`src/rtl/audio_gain_sequencer_pkg.sv`:
```
//============================================================================
// audio_pkg: shared widths, sequencer state encoding and gain-ramp helper.
// Rev 1.0
//============================================================================
`default_nettype none

package audio_pkg;

    localparam int GAIN_W   = 8;
    localparam int SAMPLE_W = 16;
    localparam int ROM_W    = 16;
    localparam int SCALED_W = 32;

    typedef enum logic [2:0] {
        S_IDLE  = 3'd0,
        S_ADDR0 = 3'd1,
        S_DATA0 = 3'd2,
        S_ADDR1 = 3'd3,
        S_DATA1 = 3'd4,
        S_OUT   = 3'd5
    } state_e;

    // Moves idx one step toward target, landing exactly on target when the
    // remaining gap is no larger than the step (never wraps past 0 or 255).
    function automatic logic [GAIN_W-1:0] ramp_sat(
        input logic [GAIN_W-1:0] idx,
        input logic [GAIN_W-1:0] target,
        input logic [GAIN_W-1:0] step
    );
        logic [GAIN_W-1:0] gap;
        ramp_sat = idx;
        gap      = '0;
        if (idx < target) begin
            gap      = target - idx;
            ramp_sat = (gap <= step) ? target : (idx + step);
        end else if (idx > target) begin
            gap      = idx - target;
            ramp_sat = (gap <= step) ? target : (idx - step);
        end
    endfunction

endpackage

`default_nettype wire

```
`src/rtl/audio_gain_sequencer_if.sv`:
```
//============================================================================
// audio_gain_sequencer_if: sample, volume, ROM and scaled-output signals.
// Rev 1.0
//============================================================================
`default_nettype none

interface audio_gain_sequencer_if import audio_pkg::*; ();

    logic                Sample_Strobe;
    logic                Mute;
    logic [GAIN_W-1:0]   Volume_0;
    logic [GAIN_W-1:0]   Volume_1;
    logic [SAMPLE_W-1:0] Audio_0;
    logic [SAMPLE_W-1:0] Audio_1;
    logic [GAIN_W-1:0]   Rom_Address;
    logic [ROM_W-1:0]    Rom_Data;
    logic [SCALED_W-1:0] Scaled_0;
    logic [SCALED_W-1:0] Scaled_1;
    logic                Scaled_Valid;
    logic                Busy;
    logic                Overrun;

    modport slave (
        input  Sample_Strobe, Mute, Volume_0, Volume_1, Audio_0, Audio_1, Rom_Data,
        output Rom_Address, Scaled_0, Scaled_1, Scaled_Valid, Busy, Overrun
    );

    modport master (
        output Sample_Strobe, Mute, Volume_0, Volume_1, Audio_0, Audio_1, Rom_Data,
        input  Rom_Address, Scaled_0, Scaled_1, Scaled_Valid, Busy, Overrun
    );

endinterface

`default_nettype wire

```
`src/rtl/audio_gain_sequencer_gain_ramp.sv`:
```
//============================================================================
// gain_ramp: per-channel gain index register with saturating ramp step.
// Rev 1.0
//============================================================================
`default_nettype none

module gain_ramp import audio_pkg::*; #(
    parameter int RAMP_STEP = 1
) (
    input  wire logic              clk,
    input  wire logic              rst,
    input  wire logic              i_step_en,
    input  wire logic [GAIN_W-1:0] i_target,
    output logic      [GAIN_W-1:0] o_index,
    output logic      [GAIN_W-1:0] o_index_next
);

    localparam logic [GAIN_W-1:0] c_STEP = GAIN_W'(RAMP_STEP);

    logic [GAIN_W-1:0] r_index_q;
    logic [GAIN_W-1:0] w_index_d;

    always_comb begin
        w_index_d = r_index_q;
        if (i_step_en) begin
            w_index_d = ramp_sat(r_index_q, i_target, c_STEP);
        end
    end

    always_ff @(posedge clk) begin
        if (rst) begin
            r_index_q <= '0;
        end else begin
            r_index_q <= w_index_d;
        end
    end

    assign o_index      = r_index_q;
    assign o_index_next = w_index_d;

endmodule

`default_nettype wire

```
`src/rtl/audio_gain_sequencer.sv`:
```
//============================================================================
// audio_gain_sequencer: time-shares one volume ROM port and one multiplier
// between two audio channels once per sample strobe.  Rev 1.0
//============================================================================
`default_nettype none

module audio_gain_sequencer import audio_pkg::*; #(
    parameter int RAMP_STEP = 1,
    parameter bit MUTE_ZERO = 1'b1
) (
    input  wire logic             Clk,
    input  wire logic             Reset,
    audio_gain_sequencer_if.slave bus
);

    localparam logic [2:0] ST_IDLE  = S_IDLE;
    localparam logic [2:0] ST_ADDR0 = S_ADDR0;
    localparam logic [2:0] ST_DATA0 = S_DATA0;
    localparam logic [2:0] ST_ADDR1 = S_ADDR1;
    localparam logic [2:0] ST_DATA1 = S_DATA1;
    localparam logic [2:0] ST_OUT   = S_OUT;

    logic [2:0]          r_state_q,    w_state_d;
    logic                r_sign_0_q,   w_sign_0_d;
    logic                r_sign_1_q,   w_sign_1_d;
    logic [SAMPLE_W-1:0] r_abs_0_q,    w_abs_0_d;
    logic [SAMPLE_W-1:0] r_abs_1_q,    w_abs_1_d;
    logic [SCALED_W-1:0] r_prod_0_q,   w_prod_0_d;
    logic [SCALED_W-1:0] r_scaled_0_q, w_scaled_0_d;
    logic [SCALED_W-1:0] r_scaled_1_q, w_scaled_1_d;
    logic [GAIN_W-1:0]   r_rom_addr_q, w_rom_addr_d;
    logic                r_overrun_q,  w_overrun_d;

    logic                w_accept;
    logic [GAIN_W-1:0]   w_target_0, w_target_1;
    logic [GAIN_W-1:0]   w_index_0, w_index_1;
    logic [GAIN_W-1:0]   w_index_next_0, w_index_next_1;
    logic [SAMPLE_W-1:0] w_mul_a;
    logic [SCALED_W-1:0] w_mul_p;
    logic                w_force_zero;

    assign w_accept   = (r_state_q == ST_IDLE) && bus.Sample_Strobe;
    assign w_target_0 = bus.Mute ? '0 : bus.Volume_0;
    assign w_target_1 = bus.Mute ? '0 : bus.Volume_1;

    gain_ramp #(.RAMP_STEP(RAMP_STEP)) u_ramp_0 (
        .clk          (Clk),
        .rst          (Reset),
        .i_step_en    (w_accept),
        .i_target     (w_target_0),
        .o_index      (w_index_0),
        .o_index_next (w_index_next_0)
    );

    gain_ramp #(.RAMP_STEP(RAMP_STEP)) u_ramp_1 (
        .clk          (Clk),
        .rst          (Reset),
        .i_step_en    (w_accept),
        .i_target     (w_target_1),
        .o_index      (w_index_1),
        .o_index_next (w_index_next_1)
    );

    // Single shared multiplier: channel 1 operand only while in DATA1.
    assign w_mul_a = (r_state_q == ST_DATA1) ? r_abs_1_q : r_abs_0_q;
    assign w_mul_p = SCALED_W'(w_mul_a) * SCALED_W'(bus.Rom_Data);

    assign w_force_zero = MUTE_ZERO && bus.Mute && (w_index_0 == '0) && (w_index_1 == '0);

    always_comb begin
        w_state_d    = r_state_q;
        w_sign_0_d   = r_sign_0_q;
        w_sign_1_d   = r_sign_1_q;
        w_abs_0_d    = r_abs_0_q;
        w_abs_1_d    = r_abs_1_q;
        w_prod_0_d   = r_prod_0_q;
        w_scaled_0_d = r_scaled_0_q;
        w_scaled_1_d = r_scaled_1_q;
        w_rom_addr_d = r_rom_addr_q;
        w_overrun_d  = r_overrun_q | (bus.Sample_Strobe && (r_state_q != ST_IDLE));

        case (r_state_q)
            ST_IDLE: begin
                if (bus.Sample_Strobe) begin
                    w_sign_0_d   = bus.Audio_0[SAMPLE_W-1];
                    w_sign_1_d   = bus.Audio_1[SAMPLE_W-1];
                    w_abs_0_d    = bus.Audio_0[SAMPLE_W-1] ? (~bus.Audio_0 + 16'd1) : bus.Audio_0;
                    w_abs_1_d    = bus.Audio_1[SAMPLE_W-1] ? (~bus.Audio_1 + 16'd1) : bus.Audio_1;
                    w_rom_addr_d = w_index_next_0;
                    w_state_d    = ST_ADDR0;
                end
            end
            ST_ADDR0: w_state_d = ST_DATA0;
            ST_DATA0: begin
                w_prod_0_d   = w_mul_p;
                w_rom_addr_d = w_index_1;
                w_state_d    = ST_ADDR1;
            end
            ST_ADDR1: w_state_d = ST_DATA1;
            ST_DATA1: begin
                // Both channels are written on the same edge so they change together.
                if (w_force_zero) begin
                    w_scaled_0_d = '0;
                    w_scaled_1_d = '0;
                end else begin
                    w_scaled_0_d = r_sign_0_q ? (SCALED_W'(0) - r_prod_0_q) : r_prod_0_q;
                    w_scaled_1_d = r_sign_1_q ? (SCALED_W'(0) - w_mul_p) : w_mul_p;
                end
                w_state_d = ST_OUT;
            end
            ST_OUT:  w_state_d = ST_IDLE;
            default: w_state_d = ST_IDLE;
        endcase
    end

    always_ff @(posedge Clk) begin
        if (Reset) begin
            r_state_q    <= ST_IDLE;
            r_sign_0_q   <= 1'b0;
            r_sign_1_q   <= 1'b0;
            r_abs_0_q    <= '0;
            r_abs_1_q    <= '0;
            r_prod_0_q   <= '0;
            r_scaled_0_q <= '0;
            r_scaled_1_q <= '0;
            r_rom_addr_q <= '0;
            r_overrun_q  <= 1'b0;
        end else begin
            r_state_q    <= w_state_d;
            r_sign_0_q   <= w_sign_0_d;
            r_sign_1_q   <= w_sign_1_d;
            r_abs_0_q    <= w_abs_0_d;
            r_abs_1_q    <= w_abs_1_d;
            r_prod_0_q   <= w_prod_0_d;
            r_scaled_0_q <= w_scaled_0_d;
            r_scaled_1_q <= w_scaled_1_d;
            r_rom_addr_q <= w_rom_addr_d;
            r_overrun_q  <= w_overrun_d;
        end
    end

    assign bus.Rom_Address  = r_rom_addr_q;
    assign bus.Scaled_0     = r_scaled_0_q;
    assign bus.Scaled_1     = r_scaled_1_q;
    assign bus.Scaled_Valid = (r_state_q == ST_OUT);
    assign bus.Busy         = (r_state_q != ST_IDLE);
    assign bus.Overrun      = r_overrun_q;

endmodule

`default_nettype wire
```
`src/flat_wrapper.sv`:
```
// flat-port wrapper written by rule: the top's interface ports become plain ports
module audio_gain_sequencer_flat import audio_pkg::*;
#(
    parameter int RAMP_STEP = 1,
    parameter bit MUTE_ZERO = 1'b1
)
  (Clk, Reset, bus_Sample_Strobe, bus_Mute, bus_Volume_0, bus_Volume_1, bus_Audio_0, bus_Audio_1, bus_Rom_Data, bus_Rom_Address, bus_Scaled_0, bus_Scaled_1, bus_Scaled_Valid, bus_Busy, bus_Overrun);
  audio_gain_sequencer_if bus_i ();
  input  wire logic Clk;
  input  wire logic Reset;
  input wire logic [$bits(bus_i.Sample_Strobe)-1:0] bus_Sample_Strobe;
  input wire logic [$bits(bus_i.Mute)-1:0] bus_Mute;
  input wire logic [$bits(bus_i.Volume_0)-1:0] bus_Volume_0;
  input wire logic [$bits(bus_i.Volume_1)-1:0] bus_Volume_1;
  input wire logic [$bits(bus_i.Audio_0)-1:0] bus_Audio_0;
  input wire logic [$bits(bus_i.Audio_1)-1:0] bus_Audio_1;
  input wire logic [$bits(bus_i.Rom_Data)-1:0] bus_Rom_Data;
  output wire logic [$bits(bus_i.Rom_Address)-1:0] bus_Rom_Address;
  output wire logic [$bits(bus_i.Scaled_0)-1:0] bus_Scaled_0;
  output wire logic [$bits(bus_i.Scaled_1)-1:0] bus_Scaled_1;
  output wire logic [$bits(bus_i.Scaled_Valid)-1:0] bus_Scaled_Valid;
  output wire logic [$bits(bus_i.Busy)-1:0] bus_Busy;
  output wire logic [$bits(bus_i.Overrun)-1:0] bus_Overrun;
  assign bus_i.Sample_Strobe = bus_Sample_Strobe;
  assign bus_i.Mute = bus_Mute;
  assign bus_i.Volume_0 = bus_Volume_0;
  assign bus_i.Volume_1 = bus_Volume_1;
  assign bus_i.Audio_0 = bus_Audio_0;
  assign bus_i.Audio_1 = bus_Audio_1;
  assign bus_i.Rom_Data = bus_Rom_Data;
  assign bus_Rom_Address = bus_i.Rom_Address;
  assign bus_Scaled_0 = bus_i.Scaled_0;
  assign bus_Scaled_1 = bus_i.Scaled_1;
  assign bus_Scaled_Valid = bus_i.Scaled_Valid;
  assign bus_Busy = bus_i.Busy;
  assign bus_Overrun = bus_i.Overrun;
  audio_gain_sequencer #(.RAMP_STEP(RAMP_STEP), .MUTE_ZERO(MUTE_ZERO)) u_core (.Clk(Clk), .Reset(Reset), .bus(bus_i));
endmodule
```
`config.mk`:
```
export PLATFORM = sky130hd
export DESIGN_NAME = audio_gain_sequencer_flat
export DESIGN_NICKNAME = d
export VERILOG_FILES = /design/src/rtl/audio_gain_sequencer_pkg.sv /design/src/rtl/audio_gain_sequencer_if.sv /design/src/rtl/audio_gain_sequencer_gain_ramp.sv /design/src/rtl/audio_gain_sequencer.sv /design/src/flat_wrapper.sv
export SDC_FILE = /design/constraint.sdc
export NUM_CORES = 1
export LEC_CHECK = 0
export CAP_MARGIN = 40
export CORE_UTILIZATION = 45
export CTS_BUF_LIST = sky130_fd_sc_hd__clkbuf_8 sky130_fd_sc_hd__clkbuf_16
export CTS_CLUSTER_DIAMETER = 30
export CTS_CLUSTER_SIZE = 10
export DETAILED_ROUTE_END_ITERATION = 12
export GPL_TIMING_DRIVEN = 1
export SLEW_MARGIN = 20
export SYNTH_ARGS = -nofsm -noshare
export SYNTH_HDL_FRONTEND = slang
export SYNTH_SLANG_ARGS = --single-unit
```
`constraint.sdc`:
```
create_clock -name Clk -period 9.87 [get_ports Clk]
set_clock_uncertainty 0.15 [all_clocks]
set_input_delay 2.4675 -clock Clk [delete_from_list [all_inputs] [get_ports Clk]]
set_output_delay 2.4675 -clock Clk [all_outputs]
set_load 0.05 [all_outputs]
```
==> results of run 1 <==
[power breakdown]
group	total [mW]	internal, mW	switching [mW]
sequential	0.802	0.708	0.0933
clock	0.654	0.344	0.310
combinational	4.06	1.64	2.42
[worst max-delay path by stage]
stage,start,to,slack [ps],cells after the start
2_1_floorplan,bus_Rom_Data[10],u_core.bus.Scaled_1[31],640,23
3_3_place_gp,bus_Rom_Data[6],u_core.bus.Scaled_1[31],-40,24
3_5_place_dp,bus_Rom_Data[4],u_core.bus.Scaled_1[31],50,25
4_1_cts,bus_Rom_Data[6],u_core.bus.Scaled_1[31],510,23
5_1_grt,bus_Rom_Data[6],u_core.bus.Scaled_1[31],110,23
6_report,bus_Rom_Data[6],u_core.bus.Scaled_1[31],510,23
[per-stage QoR]
| stage | hold slack (ps) | instances | instance area [sq um] |
|---|---|---|---|
| global placement | 287 | 2904 | 20600 |
| CTS | 302 | 2939 | 21300 |
| floorplan | 278 | 2293 | 18600 |
| global route | 323 | 2942 | 21300 |
| finish | 302 | 2942 | 21300 |
| detailed placement | 293 | 2907 | 20700 |
[synth_stat cells, types with 6 or more instances]
| master | number | area share (%) |
|---|---|---|
| o21a_1 | 10 | 0.40 |
| o41ai_1 | 7 | 0.33 |
| mux2i_1 | 9 | 0.49 |
| nor2b_1 | 17 | 0.57 |
| nand4_1 | 15 | 0.51 |
| a22oi_1 | 56 | 2.3 |
| a21boi_0 | 10 | 0.40 |
| mux2_2 | 19 | 1.2 |
| nor3_1 | 26 | 0.70 |
| and3_1 | 15 | 0.51 |
| o31ai_1 | 24 | 0.97 |
| nor4_1 | 12 | 0.40 |
| a21oi_1 | 126 | 3.4 |
| fa_1 | 198 | 21 |
| nor2_1 | 148 | 3.0 |
| xnor2_1 | 82 | 3.9 |
| or3_1 | 10 | 0.34 |
| dfxtp_1 | 158 | 17 |
| a31oi_1 | 10 | 0.34 |
| a21o_1 | 8 | 0.32 |
| xor2_1 | 45 | 2.1 |
| inv_1 | 293 | 5.9 |
| nand2b_1 | 23 | 0.78 |
| o211ai_1 | 12 | 0.49 |
| clkbuf_1 | 114 | 2.3 |
| a22o_1 | 9 | 0.42 |
| nand3_1 | 23 | 0.62 |
| o21ai_1 | 6 | 0.16 |
| o21ai_0 | 95 | 2.6 |
| ha_1 | 142 | 9.6 |
| nand2_1 | 321 | 6.5 |
| and2_1 | 121 | 4.1 |
| a211oi_1 | 33 | 1.3 |
[kinds of logic after synthesis]
group	after synthesis
simple gates	767
fa+ha+maj	340
buf+inv	416
compound gates	456
mux	29
flops	158
xor+xnor	127
[registers in the layout, summed over array words and instances (netlist names)]
register,count
u_core.r_prod_0_q,32
u_core.r_sign_1_q,1
u_core.bus.Scaled_1,32
u_core.u_ramp_0.o_index,8
u_core.bus.Rom_Address,8
u_core.r_state_q,3
u_core.r_abs_1_q,16
u_core.bus.Overrun,1
u_core.r_sign_0_q,1
u_core.u_ramp_1.o_index,8
u_core.bus.Scaled_0,32
u_core.r_abs_0_q,16
[area by class of cell]
type                    count  area [sq um]  share of cell area (%)
clock buffers              18           439                    2.06
clock inverters            14           139                   0.652
inverters                 293          1100                    5.16
multi-input cells        1719         13800                    65.0
flip-flops and latches    158          3160                    14.8
well taps                 532           666                    3.12
repair buffers            208          1960                    9.20
[worst reg2reg max path, stage by stage, from the launching register on]
cell and delay (ps):
dfxtp_1 470, or3b_2 740, buf_4 390, mux2_4 490
nand2_1 130, fa_1 460, fa_1 550, inv_1 50
fa_1 500, fa_1 510, fa_1 540, inv_1 50
fa_1 530, inv_1 40, ha_1 370, a21oi_1 240
o21ai_0 220, a311oi_1 390, o21ai_0 270, a211o_1 320
nand3_1 230, inv_1 130, o41ai_1 420, xor2_1 180
o21ai_0 90
[routing by layer]
| layer | up-vias | share of wire [%] | wire length, microns |
|---|---|---|---|
| li1 | 7783 | - | - |
| met1 | 7869 | 45 | 22700 |
| met2 | 376 | 48 | 24100 |
| met3 | 68 | 4.3 | 2160 |
| met4 | 0 | 2.3 | 1130 |
| met5 | - | 0 | 0 |
==> metrics, run 1 <==
Worst path top cell family by delay=adder cells; Syn Std Cell Area=18600 sq um; Die H=205 microns; main combinational cell family by area after synthesis=adder cells; RSZ-0062 raised after global routing=no; H-tree Lvls=4; commonest non-fill, non-tap cell in the layout=nand2_1; type of element capturing the critical path=flip-flop; #FFs+latches synth=158; synth-to-layout area growth=14.8%; met3 Usage GRT=2.55%; CP required=10060 ps; Initial Util=45.6%; crit share post-route=94.8%; worst r2r src=u_core.r_state_q[2]; Ports=143; M1 GR Usage=32.8%; CP most frequent cell=fa_1; Most Crowded Layer GR=met2; vias in the first global route=16301; Async SR Flop Fraction=0%; Slew headroom=49.2%; Crit Path Class=primary input to flip-flop; number of synthesized flops with an enable pin=0; clock slew seen by the registers of the worst setup and hold paths=70 ps; crit path cell chain=clkdlybuf4s50_1 -> and2_1 -> fa_1 -> inv_1 -> fa_1 -> fa_1 -> inv_1 -> fa_1 -> fa_1 -> inv_1 -> fa_1 -> inv_1 -> ha_1 -> a21oi_1 -> o21ai_0 -> a21o_1 -> or3_1 -> a211o_1 -> and4bb_2 -> nand3_2 -> o41a_1 -> xnor2_1 -> a22o_1; sequential fraction of the synthesis area=17.0%; dpl ws=47.6 ps; syn_nets=2701; Netlist cell types=80; post_cts resized=0; crit-path max cell delay=610 ps; clk root buf=clkbuf_16; startpoint type of the worst setup path=primary input; Hold Path Sink=u_core.r_abs_0_q[15]; max-slew violation count=0; hold depth=2; GPL Wtd Cong=0.876; mux contribution to synthesized area=1.72%; flop2flop setup slack=1270 ps; hold crit path type=flip-flop to flip-flop; Nets=2805; Total Routing Usage GR=24.7%; grt total ovfl=0; Setup WS post-layout=510 ps; Post-Synth Simple-Gate Area=19.7%; DRT Wirelength=50.0 mm; core area=40700 sq um; VDD IR-drop max=0.000226 V; DRT antenna net count=0; drt first pass iters=5; share of cells above drive strength 1=5.93%; Reg2Reg Depth=24; Compound-Gate Fraction of Synth Area=16.2%; Port Buffer Count=142; CTS Buf Count=17; Static Leak=9.16 nW; CP max FO=13; yosys warns=0; total power=5.51 mW; status=finished, final reports clean; Post-CTS Setup Inserts=0; Post-Syn Instances=2293; Post-Synth Adder-Cell Area=30.9%; max cap viols=0; fin crit period=9360 ps; TritonCTS clock tree=yes; Die Wd=205 microns; worst r2r dst=u_core.bus.Scaled_1[30]; hold wc startpoint=u_core.r_abs_0_q[15]; Core Util, Final=52.3%; worst skew pair latency=440 ps; area share of xor/xnor cells in the synthesized design=5.99%; Main synth FF type=dfxtp_1; # diodes=0; Mean Syn Cell Area=8.09 sq um; wire per inst=17.0 microns; final setup TNS=0 ps; hold buffer count at cts=0; WP data arrival=9550 ps; Vias/cell=5.47; Die ar.=42100 sq um; Final Hold Fails=0; P per Cell Area=259 nW/um^2; worst slew pin tran=760 ps; DP Wirelength=40.2 mm; number of fill cells=3958; Placement Rows=74; CTS max path bufs=2; global-route wire length before repair=83.4 mm; clock tree sinks=158; largest net degree at the start of global routing=86; CP max stage cell=clkdlybuf4s50_1; initial antenna violation count=0; DRT iter0 DRCs=908; met2 Use GR=42.2%; WP buf/inv=5; Setup-failing EPs final=0; commonest cells after routing, fill and taps aside=nand2_1, inv_1, fa_1; DRC Markers=0; via count=16096; Max Fclk=107 MHz
Power figures use the tool's default switching activity.
==> run 2, diff against run 1 <==
Settings changed: SLEW_MARGIN 20 to unset.
==> run 2 against run 1 <==
Global-route usage up 0.094 points. Combinational power barely moved. Die area stayed put. First-iteration DRC count rose by 18%. Worst hold slack hardly changed. Final area hardly changed. Flip-flop and latch count did not move. Highest routed layer unchanged.
==> metrics, run 2 (same netlist as run 1, synthesis figures left out) <==
status=finished, final reports clean; max cap viols=0 (unchanged); CTS Buf Count=17 (unchanged); GPL Wtd Cong=0.876 (unchanged); DRT Wirelength=50.1 mm (about the same); CP max FO=10 (-3); hold buffer count at cts=0 (unchanged); core area=40700 sq um (unchanged); CP most frequent cell=fa_1; WP buf/inv=7 (+2); worst skew pair latency=440 ps (about the same); hold crit path type=flip-flop to flip-flop; synth-to-layout area growth=14.7% (about the same); CTS max path bufs=2 (unchanged); fin crit period=9600 ps (+237 ps); Die ar.=42100 sq um (unchanged); max-slew violation count=0 (unchanged); DR top layer=met4; Ports=143 (unchanged); startpoint type of the worst setup path=primary input; DP Wirelength=40.2 mm (-0.12%); commonest non-fill, non-tap cell in the layout=nand2_1; wl on met1=22.7 mm (+0.17%); DRT iter0 DRCs=1072 (+18%); global-route wire length before repair=83.8 mm (+0.55%); crit share post-route=97.2% (+2.4 points); CP max stage cell=clkdlybuf4s50_1; Max Fclk=104 MHz (-2.5%); Initial Util=45.6% (unchanged); wire per inst=17.0 microns (+0.15%); total power=5.52 mW (+0.20%); Die H=205 microns (unchanged); Nets=2802 (-0.11%); RSZ-0062 raised after global routing=no; Worst path top cell family by delay=adder cells; DRT antenna net count=0 (unchanged); Crit Path Class=primary input to flip-flop; DR WL met2=24.2 mm (+0.37%); clock slew seen by the registers of the worst setup and hold paths=70 ps (about the same); H-tree Lvls=4 (unchanged); via count=16098 (+0.012%); Post-CTS Setup Inserts=0 (unchanged); crit-path max cell delay=590 ps (-20 ps); drt first pass iters=5 (unchanged); met3 WL=2.12 mm (-1.6%); Vias/cell=5.48 (+0.11%); TritonCTS clock tree=yes; Static Leak=9.14 nW (-0.21%); worst slew pin tran=977 ps (+217 ps); Slew headroom=34.9% (-14 points); Core Util, Final=52.3% (about the same); Setup-failing EPs final=0 (unchanged); DRC Markers=0 (unchanged); number of fill cells=3994 (+0.91%); largest net degree at the start of global routing=86 (unchanged); vias in the first global route=16235 (-0.40%); VDD IR-drop max=0.000191 V (-16%); share of cells above drive strength 1=5.77% (-0.16 points); initial antenna violation count=0 (unchanged); Final Hold Fails=0 (unchanged); type of element capturing the critical path=flip-flop; Placement Rows=74 (unchanged); post_cts resized=0 (unchanged); Die Wd=205 microns (unchanged); # diodes=0 (unchanged); CP required=10050 ps (about the same); clk root buf=clkbuf_16; clock tree sinks=158 (unchanged); Port Buffer Count=142 (unchanged); Total Routing Usage GR=24.8% (+0.094 points); WHS=303 ps (+0.173 ps); WP data arrival=9780 ps (+230 ps); grt total ovfl=0 (unchanged); P per Cell Area=260 nW/um^2 (+0.30%); commonest cells after routing, fill and taps aside=nand2_1, inv_1, fa_1; final setup TNS=0 ps (unchanged)
==> run 2: worst register-to-register path: cells and delay by family, from the launching register on <==
kind                     cells  cell delay (ps)
AND/OR/NAND/NOR              4             1660
multiplexers                 1              550
XOR/XNOR                     2              310
AO/OA/AOI/OAI                6             1560
adder cells (fa/ha/maj)      7             3520
buffers and inverters        5              410
flip-flops                   1              470
==> run 2: routing by layer <==
metal  track usage [%]  vias up
met3              2.43       55
li1                  -     7769
met2              42.3      383
met5                 0        -
met4              7.06        0
met1              33.3     7891
==> run 2: layout make-up <==
type                    instances  area (sq um)  area share [%]
multi-input cells            1719         13800            65.0
clock buffers                  18           439            2.06
inverters                     293          1100            5.17
flip-flops and latches        158          3160            14.9
repair buffers                205          1930            9.07
clock inverters                14           146           0.688
well taps                     532           666            3.13
==> run 2: power by group <==
group / total (mW) / internal, mW / switching [mW]
Combinational: 4.06 / 1.63 / 2.44
Clock: 0.663 / 0.365 / 0.298
Sequential: 0.800 / 0.709 / 0.0916
==> run 2: final timing paths <==
| kind | start | endpoint | slack, ps | cells after the start |
|---|---|---|---|---|
| max | bus_Rom_Data[4] | u_core.bus.Scaled_1[31] | 270 | 25 |
| min | u_core.r_abs_0_q[6] | u_core.r_abs_0_q[6] | 300 | 2 |
| max reg2reg | u_core.r_state_q[2] | u_core.bus.Scaled_1[31] | 1160 | 25 |
| min reg2reg | u_core.r_abs_0_q[6] | u_core.r_abs_0_q[6] | 300 | 2 |
==> run 2: metrics by stage <==
stage | worst slack (ps) | std cells | cell area (sq um)
after floorplan | 637 | 2293 | 18600
after global placement | -38.7 | 2904 | 20600
after detailed placement | -99.2 | 2907 | 20700
after CTS | 352 | 2939 | 21300
after global routing | 33.1 | 2939 | 21300
final | 273 | 2939 | 21300
==> RTL edit 1 (flow settings as in run 1) <==
`MUTE_ZERO` is set to 1'b1 in 2 places; all go to 1'b0.
--- a/src/rtl/audio_gain_sequencer.sv
+++ b/src/rtl/audio_gain_sequencer.sv
@@ -8,3 +8,3 @@
     parameter int RAMP_STEP = 1,
-    parameter bit MUTE_ZERO = 1'b1
+    parameter bit MUTE_ZERO = 1'b0
 ) (
--- a/src/flat_wrapper.sv
+++ b/src/flat_wrapper.sv
@@ -4,3 +4,3 @@
     parameter int RAMP_STEP = 1,
-    parameter bit MUTE_ZERO = 1'b1
+    parameter bit MUTE_ZERO = 1'b0
 )
Behaviour: not the same (a bounded check fails within 10 cycles, from zero or initial values and one cycle with Reset high).
==> RTL edit 1 against run 1 <==
- largest power group unchanged
- critical endpoint is now u_core.bus.Scaled_1[24]
- worst setup slack worse by 0.10 ns
- synthesized area is 0.59% higher
- synthesized cell count is 2.2% higher
- largest cell class unchanged
- sequential power is 2% lower
- critical path depth is 2 higher
- wire length is 0.58% higher
- power is 6.1% lower
- global-route usage hardly changed
- count of clock-buffer cells in the layout stayed put
- final area is 1.7% higher
- sequential cell count stayed put
- worst hold slack better by 0.00075 ns
- via count is 1.2% higher
==> RTL edit 1: results (changes against run 1) <==
* Status: complete, no violations (unchanged)
- 1st-iter DRT viols: 913 (was 908)
- The count of TritonRoute iterations in the first routing pass came to 6 (was 5).
- Power of the sequential group: 0.000789 W (was 0.000802 W)
- Synth area leaders: sky130_fd_sc_hd__fa_1, sky130_fd_sc_hd__dfxtp_1, sky130_fd_sc_hd__ha_1 (unchanged)
- The maximum vdd drop was 0.2212 mV (was 0.2258 mV).
* Number of flip-flops and latches: 158 (unchanged)
- The proportion of power drawn by flip-flops and latches was 0.153 (was 0.145).
- The synthesized-area fraction occupied by xor and xnor cells was 0.06326 (was 0.05993).
- Hold Startpoint: u_core.r_abs_0_q[10] (was u_core.r_abs_0_q[15])
* Int Power: 0.002574 W (was 0.002687 W)
* Total number of vias: 16.29k (was 16.10k)
- The fraction of final layout cells with drive strength greater than 1 came to 0.06350 (was 0.05934).
- List of most frequent post-synthesis cells: sky130_fd_sc_hd__nand2_1, sky130_fd_sc_hd__inv_1, sky130_fd_sc_hd__fa_1 (unchanged)
* Rel. slew slack: 0.4571 (was 0.4917)
- ClkCell Share: 0.02517 (was 0.02713)
* Synthesized-area fraction occupied by ao, oa, aoi and oai cells: 0.1529 (was 0.1617)
- Global-route wire length before repair: 83690 µm (was 83390 µm)
- CP max stage cell: sky130_fd_sc_hd__fa_1 (was sky130_fd_sc_hd__clkdlybuf4s50_1)
- The placed wire-length estimate is 40620 µm (was 40250 µm).
- DP Worst Slack: -0.08781 ns (was 0.04759 ns)
- Filler Cells Inserted: 3974 (was 3958)
* Number of distinct standard cells referenced by the synthesized netlist: 72 (was 80)
- Number of nets produced by synthesis: 2751 (was 2701)
* Crit-path max cell delay: 0.55 ns (was 0.61 ns)
- Crit path from: bus_Rom_Data[8] (was bus_Rom_Data[6])
- Total number of nets in the final design: 2884 (was 2805)
- Vias in the first global route: 16.30k (about the same)
- Data arrival, critical path: 9.67 ns (was 9.55 ns)
- The proportion of synthesized chip area in sequential cells was 0.1694 (was 0.1704).
- The share of cell area taken by muxes after synthesis was 0.01025 (was 0.01719).
* Global-route total usage across every layer: 0.2472 (was 0.2474)
- Number of placed instances with taps included: 2988 (was 2907)
* Cell leakage power: 9.473 nW (was 9.160 nW)
- The non-clock buffer share of cell area was 0.1035 (was 0.09196).
* Placed cell areas: 0.02110 mm² (was 0.02069 mm²)
* Adder-cell share of the synthesized area: 0.3075 (was 0.3093)
- The synthesis-to-layout area growth was 16.08% (was 14.80%).
- Critical-path maximum fanout: 15 (was 13)
RTL edit 1: cell count changes after synthesis, moves of 28 or more:
cell	before	now
sky130_fd_sc_hd__a211oi_1	33	80
sky130_fd_sc_hd__a22oi_1	56	7
sky130_fd_sc_hd__o21ai_0	95	65
sky130_fd_sc_hd__xnor2_1	82	54
sky130_fd_sc_hd__nand2_1	321	362
sky130_fd_sc_hd__xor2_1	45	79
RTL edit 1: metal layers:
metal	vias to the layer above	share of wire	wire length (µm)	track usage
li1	7978	-	-	-
met1	7906	0.47	23530	0.3350
met2	347	0.47	23670	0.4139
met3	58	0.038	1896	0.02407
met4	0	0.024	1228	0.07619
met5	-	0	0	0
RTL edit 1: path summary, 6_finish.rpt:
kind / end / slack (ns) / cells past startpoint
max reg2reg: u_core.bus.Scaled_1[24] / 1.11 / 29
min: u_core.r_abs_0_q[10] / 0.30 / 2
max: u_core.bus.Scaled_1[24] / 0.41 / 25
min reg2reg: u_core.r_abs_0_q[10] / 0.30 / 2
==> RTL edit 2 (config.mk and constraints of run 1) <==
Made on the original files. Register the output `bus.Scaled_Valid`, without a reset; this adds one clock of latency there.
--- a/src/rtl/audio_gain_sequencer.sv
+++ b/src/rtl/audio_gain_sequencer.sv
@@ -144,3 +144,5 @@
     assign bus.Scaled_1     = r_scaled_1_q;
-    assign bus.Scaled_Valid = (r_state_q == ST_OUT);
+    always_ff @(posedge Clk) begin
+        bus.Scaled_Valid <= (r_state_q == ST_OUT);
+    end
     assign bus.Busy         = (r_state_q != ST_IDLE);
Formal check against the unedited RTL: not equivalent (a bounded check fails within 10 cycles, from zero or initial values and one cycle with Reset high).
==> RTL edit 2 against run 1 <==
- count of clock-buffer cells in the layout unchanged
- non-clock buffer count grew 2
- power is essentially flat
- sequential cell count is 1 higher
- global-route usage fell by 0.54 points
- wire length decreased by 1.3%
- worst hold slack improved by 0.00095 ns
- synthesized area is 0.11% higher
- final area up 0.17%
- worst setup slack got worse by 0.12 ns
- fmax decreased by 1.3%
- via count shrank 0.11%
- die area is 0.11% higher
==> RTL edit 2: results (changes against run 1) <==
- Status: complete, no violations (unchanged)
* Data arrival, critical path: 9.67 ns (was 9.55 ns)
* Register bit total from synthesis: 159 (was 158)
* Number of placed instances with taps included: 2911 (was 2907)
* Die width: 205.2 µm (was 205.1 µm)
* Synth area leaders: sky130_fd_sc_hd__fa_1, sky130_fd_sc_hd__dfxtp_1, sky130_fd_sc_hd__ha_1 (unchanged)
* Global-route total usage across every layer: 0.2420 (was 0.2474)
* VDD IR-drop max: 0.2585 mV (was 0.2258 mV)
- The placed wire-length estimate was 39660 µm (was 40250 µm).
* Hold Startpoint: u_core.bus.Scaled_1[21] (was u_core.r_abs_0_q[15])
- The share of the clock period used by the worst path came to 0.9606 (was 0.9484).
- Proportion of layout cells with a drive suffix above 1: 0.06051 (was 0.05934)
- Routed Wire Length: 49370 µm (was 50040 µm)
* Total number of vias: 16.08k (was 16.10k)
- Final Core Density: 0.5239 (was 0.5230)
* Fraction of the yosys area taken by sequential cells: 0.1713 (was 0.1704)
- Synthesized area divided by synthesized cell count: 8.100 µm² (was 8.094 µm²)
* Largest net degree at the start of global routing: 84 (was 86)
* Total power consumption of the routed design: 0.005510 W (was 0.005513 W)
- The weighted congestion at the end of routability-driven global placement is 0.8839 (was 0.8760).
- The area used by multi-input combinational logic came to 0.01385 mm² (was 0.01384 mm²).
- Cell leakage power: 9.175 nW (was 9.160 nW)
- 1st-iter DRT viols: 985 (was 908)
- The first-pass GRT wire length came to 81990 µm (was 83390 µm).
- The count of buffers not belonging to the clock network in the layout is 210 (was 208).
- Vias per cell: 5.459 (was 5.471)
* DP Worst Slack: -0.02485 ns (was 0.04759 ns)
* Filler Cells Inserted: 3938 (was 3958)
* FF+latch area: 0.003183 mm² (was 0.003163 mm²)
- The final net count was 2808 (was 2805).
RTL edit 2: power breakdown:
part	switching, W	internal (W)
logic	0.00241	0.00164
clock network	0.000308	0.000344
registers	0.0000912	0.000712
total	0.00281	0.00270
RTL edit 2: cell families after synthesis:
kind of cell,share of synthesized area
AO/OA/AOI/OAI,0.1615
XOR/XNOR,0.05987
AND/OR/NAND/NOR,0.1964
buffers and inverters,0.08485
adder cells (fa/ha/maj),0.3090
multiplexers,0.01717
flip-flops,0.1713
RTL edit 2: layer usage:
layer  share of wire  vias to the layer above  routed length, µm  global-route usage
met1            0.46                     7924              22810              0.3233
met4           0.018                        0                872             0.05899
met2            0.49                      330              23960              0.4206
met3           0.035                       42               1737             0.02138
met5               0                        -                  0                   0
li1                -                     7782                  -                   -
